[src/rtl/connect4_pkg.sv]
// rtl/connect4_pkg.sv - shared types and constants for the Connect-4 link controller
// Purpose: turn/link FSM state encoding, board dimensions, one-hot helper.
// Ports: none (package).
package connect4_pkg;

  localparam int NUM_COLS  = 7;
  localparam int MAX_MOVES = 42;

  typedef enum logic [2:0] {
    LOCAL    = 3'd0,
    SEND     = 3'd1,
    WAIT_ACK = 3'd2,
    REMOTE   = 3'd3,
    ACK      = 3'd4,
    DONE     = 3'd5,
    ERR      = 3'd6
  } state_t;

  function automatic logic is_onehot7(input logic [NUM_COLS-1:0] v);
    return (v != '0) && ((v & (v - 1'b1)) == '0);
  endfunction

endpackage

[src/rtl/sync2.sv]
// rtl/sync2.sv - two-flop synchroniser with rising-edge detect
// Purpose: brings an asynchronous level into the clk domain and flags its rising edge.
// Ports:
//   clk   in  system clock
//   reset in  synchronous, active-high reset
//   din   in  asynchronous level
//   rise  out one-cycle pulse on a synchronised 0->1 transition
module sync2 (
  input  logic clk,
  input  logic reset,
  input  logic din,
  output logic rise
);

  logic meta;
  logic sync;
  logic sync_d;

  always_ff @(posedge clk) begin
    if (reset) begin
      meta   <= 1'b0;
      sync   <= 1'b0;
      sync_d <= 1'b0;
    end else begin
      meta   <= din;
      sync   <= meta;
      sync_d <= sync;
    end
  end

  assign rise = sync & ~sync_d;

endmodule

[src/rtl/turn_link_controller.sv]
// rtl/turn_link_controller.sv - turn sequencing for a two-board Connect-4 game
// Purpose: accepts local moves, sends them over the serial link, waits for the
//   remote ready handshake, accepts remote moves and issues one drop pulse per move.
// Ports:
//   clk, reset            clock and synchronous active-high reset
//   enter, column         local move confirm pulse and one-hot column
//   column_full           per-column full flags from the grid
//   tx_start, tx_col      launch pulse and held column for the serial transmitter
//   tx_done               transmitter finished pulse
//   rx_valid, rx_col      received move pulse and column
//   ready_in, ready_out   asynchronous remote ready line in, local ready line out
//   drop_red, drop_green  one-hot single-cycle drop pulses to the grid
//   P1, P2, my_turn       red/green to move, local player may enter
//   move_count            moves made (0..42)
//   board_full, link_err  game finished, sticky link error
module turn_link_controller
  import connect4_pkg::*;
#(
  parameter bit LOCAL_IS_RED   = 1'b1,
  parameter int ACK_CYCLES     = 4,
  parameter int TIMEOUT_CYCLES = 1023
) (
  input  logic                clk,
  input  logic                reset,
  input  logic                enter,
  input  logic [NUM_COLS-1:0] column,
  input  logic [NUM_COLS-1:0] column_full,
  output logic                tx_start,
  output logic [NUM_COLS-1:0] tx_col,
  input  logic                tx_done,
  input  logic                rx_valid,
  input  logic [NUM_COLS-1:0] rx_col,
  input  logic                ready_in,
  output logic                ready_out,
  output logic [NUM_COLS-1:0] drop_red,
  output logic [NUM_COLS-1:0] drop_green,
  output logic                P1,
  output logic                P2,
  output logic                my_turn,
  output logic [5:0]          move_count,
  output logic                board_full,
  output logic                link_err
);

  localparam int TW = $clog2(TIMEOUT_CYCLES + 1);
  localparam int AW = (ACK_CYCLES > 1) ? $clog2(ACK_CYCLES) : 1;
  localparam state_t START = LOCAL_IS_RED ? LOCAL : REMOTE;

  state_t        state;
  state_t        state_nx;
  logic [TW-1:0] timer;
  logic [AW-1:0] ack_cnt;
  logic          ready_rise;
  logic          local_ok;
  logic          rx_good;
  logic          remote_ok;
  logic          last_move;

  sync2 u_ready_sync (
    .clk   (clk),
    .reset (reset),
    .din   (ready_in),
    .rise  (ready_rise)
  );

  assign local_ok  = (state == LOCAL) && enter && is_onehot7(column) &&
                     ((column & column_full) == '0);
  assign rx_good   = is_onehot7(rx_col) && ((rx_col & column_full) == '0);
  assign remote_ok = (state == REMOTE) && rx_valid && rx_good;
  assign last_move = (move_count == 6'(MAX_MOVES));

  always_ff @(posedge clk) begin
    if (reset) state <= START;
    else       state <= state_nx;
  end

  always_comb begin
    state_nx   = state;
    my_turn    = 1'b0;
    ready_out  = 1'b0;
    board_full = 1'b0;
    link_err   = 1'b0;
    // Red always opens, so an even move count means red is to move.
    P1         = ~move_count[0];
    P2         = move_count[0];
    case (state)
      LOCAL: begin
        my_turn = 1'b1;
        if (local_ok) state_nx = SEND;
      end
      SEND: begin
        if (tx_done) state_nx = WAIT_ACK;
      end
      WAIT_ACK: begin
        if (ready_rise)                        state_nx = last_move ? DONE : REMOTE;
        else if (timer == TW'(TIMEOUT_CYCLES)) state_nx = ERR;
      end
      REMOTE: begin
        if (rx_valid) state_nx = rx_good ? ACK : ERR;
      end
      ACK: begin
        ready_out = 1'b1;
        if (ack_cnt == AW'(ACK_CYCLES - 1)) state_nx = last_move ? DONE : LOCAL;
      end
      DONE: begin
        board_full = 1'b1;
        P1         = 1'b0;
        P2         = 1'b0;
      end
      default: begin
        link_err = 1'b1;
        P1       = 1'b0;
        P2       = 1'b0;
      end
    endcase
  end

  // Drop and launch pulses are registered so they appear the cycle after
  // the accepting input and last exactly one cycle.
  always_ff @(posedge clk) begin
    if (reset) begin
      timer      <= '0;
      ack_cnt    <= '0;
      move_count <= '0;
      drop_red   <= '0;
      drop_green <= '0;
      tx_start   <= 1'b0;
      tx_col     <= '0;
    end else begin
      timer      <= (state == WAIT_ACK) ? timer + TW'(1) : '0;
      ack_cnt    <= (state == ACK) ? ack_cnt + AW'(1) : '0;
      tx_start   <= local_ok;
      drop_red   <= '0;
      drop_green <= '0;
      if (local_ok) begin
        tx_col     <= column;
        move_count <= move_count + 6'd1;
        if (LOCAL_IS_RED) drop_red   <= column;
        else              drop_green <= column;
      end
      if (remote_ok) begin
        move_count <= move_count + 6'd1;
        if (LOCAL_IS_RED) drop_green <= rx_col;
        else              drop_red   <= rx_col;
      end
    end
  end

endmodule

[config.mk]
export PLATFORM = sky130hd
export DESIGN_NAME = turn_link_controller
export DESIGN_NICKNAME = d
export VERILOG_FILES = /design/src/rtl/connect4_pkg.sv /design/src/rtl/sync2.sv /design/src/rtl/turn_link_controller.sv
export SDC_FILE = /design/constraint.sdc
export NUM_CORES = 1
export LEC_CHECK = 0
export ABC_AREA = 1
export ABC_CLOCK_PERIOD_IN_PS = 4150
export CORE_ASPECT_RATIO = 2
export CORE_MARGIN = 1.5
export CORE_UTILIZATION = 29
export CTS_CLUSTER_SIZE = 8
export DETAILED_ROUTE_END_ITERATION = 8
export PLACE_DENSITY = 0.63
export REMOVE_ABC_BUFFERS = 1
export SLEW_MARGIN = 0
export SYNTH_ARGS = -nofsm -noshare
export SYNTH_HDL_FRONTEND = slang
export SYNTH_SLANG_ARGS = --single-unit
[constraint.sdc]
create_clock -name clk -period 4.15 [get_ports clk]
set_input_delay 0.415 -clock clk [delete_from_list [all_inputs] [get_ports clk]]
set_output_delay 0.415 -clock clk [all_outputs]
set_load 0.02 [all_outputs]
==> results by group <==
Run status
  • Status: finished clean

Routing
  • Antenna-violating nets left: 0
  • Vias per cell: roughly 4.5
  • Routed wire length: about 5400 µm
  • DRT Pass-1 Iters: 5
  • Routed via count: 2031
  • 1st-iter DRT viols: 70
  • Drt wl/cell: between 10 and 15 µm
  • Remaining DRCs: 0

STA
  • Slew margin rel.: between 50% and 60%
  • Period utilization: between 50% and 60%
  • Setup violators final: 0
  • Final Max Tran Viols: 0
  • Worst slew pin tran: between 0.6 and 0.7 ns
  • Unrepaired setup endpoints after global routing: no
  • Final Skew: around 0.0036 ns
  • Final Critical Period: between 2 and 2.5 ns
  • Setup tns final: 0 ns
  • Fmax: about 0.46 GHz
  • Final hold violations: 0

Floorplan
  • Top-Level Pins: around 60
  • Die Ht: approximately 120 µm
  • Initial core utilization: approximately 30%
  • Die W: 63.3 µm
  • Die Area: between 0.007 and 0.008 mm²
  • Core box area: between 0.006 and 0.007 mm²
  • Rows: 43

Finish
  • Post-layout util: 42.1%
  • Final #Nets: approximately 400
  • Commonest cells after routing, fill and taps aside: nand2_1 (67), clkdlybuf4s50_1 (60), dfxtp_1 (46)
  • Share of layout cells above drive strength 1: under 10%
  • P&R area growth vs syn: 39.8%
  • N_diodes: 0
  • Most common cell after layout, fill and taps aside: nand2_1

Clock tree
  • H-tree levels: 2
  • Worst-skew pair later-pin latency: between 0.2 and 0.3 ns
  • Total CTS buffers: 5
  • Setup repair bufs after CTS: 0
  • CTS tree: built
  • CTS Root Cell: clkbuf_16
  • Clock transition at path regs: ~0.060 ns
  • CTS resizes: 0
  • CTS sink count: 46
  • Max Root-Sink Buffers: 2
  • Post-CTS Hold Buffers: 0

Critical path
  • Crit-path max FO: 6
  • Crit-path cells: inv_2, nand2_1, nor2_2, clkdlybuf4s50_1
  • Worst setup SP type: flop
  • Crit-path max cell delay: 0.66 ns
  • WP data required: about 3.7 ns
  • Family with the most delay on the worst path: buffers and inverters
  • CP max-delay cell: clkdlybuf4s50_1
  • Crit. End Element: output port
  • Crit Path Category: flop to output port
  • Crit path buf inv count: 2
  • Flop2flop setup slack: about 2.2 ns
  • Critical Path AT: 1.75 ns

GRT
  • Largest net degree at the start of global routing: 16
  • Global-route wire length before repair: just under 9000 µm
  • Gr usage total: roughly 15%
  • Overflow after GRT: 0
  • Number of global-route vias before repair: slightly above 2000
  • Initial antenna violation count: 0

Placed design
  • DP HPWL: around 4200 µm
  • RePlAce Congestion: approximately 0.92
  • # port buffers: 60

Power
  • Maximum vdd ir drop: 0.000183 V
  • Leakage: 1.29 nW
  • P per Cell Area: between 300 and 400 mW/mm²

Synthesis
  • Area of the mapped netlist: ~0.0021 mm²
  • Top-area cell type share of the netlist area: a little over two fifths
  • Syn Area/Cell: about 7.1 µm²
  • Synth Warn #: 0
  • Post-Syn Instances: approximately 300
  • Count of cell types in the netlist: 27
  • Synth area leader: dfxtp_1
  • Synth area leaders: dfxtp_1 (44%), nand2_1 (12%), inv_1 (7.8%), nor2_1 (7.5%), nand3_1 (6.7%)
  • Seq cells post-synth: 46
  • Part of the Yosys area used for sequential elements: 43.7%

Min path
  • Worst Hold Class: flop to flop

Job
  • Max cap viols: 0
final cells by class:
type,count,area [µm²]
clock inverters,3,21.3
fillers,732,4050
clock buffers,5,125
inverters,48,180
well taps,90,113
multi-input cells,198,986
repair buffers,60,601
flip-flops and latches,46,921
power breakdown:
part           total, mW  leakage, nW  internal, mW  switching, mW
registers          0.449        0.371         0.445        0.00367
clock network      0.394       0.0698         0.223          0.171
logic              0.101        0.845        0.0442         0.0569
routing by layer:
layer,vias up,GRT usage (%),part of all wire [%]
met3,13,2.91,4.0
met4,0,6.52,2.4
met1,908,14.2,38
li1,1045,-,-
met2,65,28.8,55
met5,-,0,0
worst register-to-register path, cell delays in order, from the launching register on:
cell and delay (ns):
dfxtp_1 0.37, inv_2 0.11, nand2_1 0.10, nor2_2 0.23, nand3_1 0.10, nor2_1 0.12, nand3_2 0.29, nand2_1 0.30
inv_1 0.09, nor2_1 0.09, nor2_1 0.05
synthesized netlist by cell type:
| library cell | number |
|---|---|
| ha_1 | 4 |
| nor3_4 | 1 |
| buf_2 | 1 |
| nor2_4 | 2 |
| nor3_1 | 6 |
| a21oi_1 | 12 |
| dfxtp_1 | 46 |
| nand3b_1 | 2 |
| buf_6 | 1 |
| nand3_1 | 28 |
| xnor2_1 | 2 |
| xor2_1 | 6 |
| nor2_2 | 8 |
| o21ai_0 | 9 |
| inv_2 | 3 |
| inv_1 | 44 |
| nor2_1 | 42 |
| and3_1 | 1 |
| a21boi_0 | 2 |
| nand3_2 | 1 |
| clkbuf_1 | 1 |
| clkinv_1 | 1 |
| nand4_4 | 1 |
| nand4_1 | 2 |
| or2_1 | 1 |
| nor4_1 | 1 |
| nand2_1 | 67 |
per-stage QoR:
step	std cells	cell area, µm²	hold slack [ns]	worst slack, ns	total power [mW]
after floorplan	292	2090	0.388	2.42	0.508
after global placement	442	2800	0.391	1.89	0.558
after detailed placement	442	2800	0.400	1.79	0.559
after CTS	450	2950	0.409	1.97	0.957
after global routing	450	2950	0.429	1.84	0.988
final	450	2950	0.406	1.98	0.944
state kept, by name, summed over array words and instances, names as in the netlist:
name	flops
tx_col	7
tx_start	1
drop_red	7
ack_cnt	2
drop_green	7
u_ready_sync.meta	1
u_ready_sync.sync	1
move_count	6
timer	10
state	3
u_ready_sync.sync_d	1
cell families (layout without fill, tap and decap cells):
kind of cell / count (synthesis) / in the layout / share of synthesized area (%)
XOR/XNOR: 8 / 8 / 3.33
flip-flops: 46 / 46 / 43.7
AO/OA/AOI/OAI: 23 / 23 / 5.70
buffers and inverters: 51 / 116 / 9.50
AND/OR/NAND/NOR: 163 / 163 / 35.4
adder cells (fa/ha/maj): 4 / 4 / 2.38
final timing paths:
check,to,from,cells past startpoint
worst max-delay path,my_turn,state[1]$_SDFFE_PP0P_,4
worst min-delay path,u_ready_sync.sync$_SDFF_PP0_,u_ready_sync.meta$_SDFF_PP0_,2
worst max register to register,move_count[1]$_SDFFE_PP0P_,state[1]$_SDFFE_PP0P_,10
worst min register to register,u_ready_sync.sync$_SDFF_PP0_,u_ready_sync.meta$_SDFF_PP0_,2
Note: power is estimated with default switching activity, not from simulation.
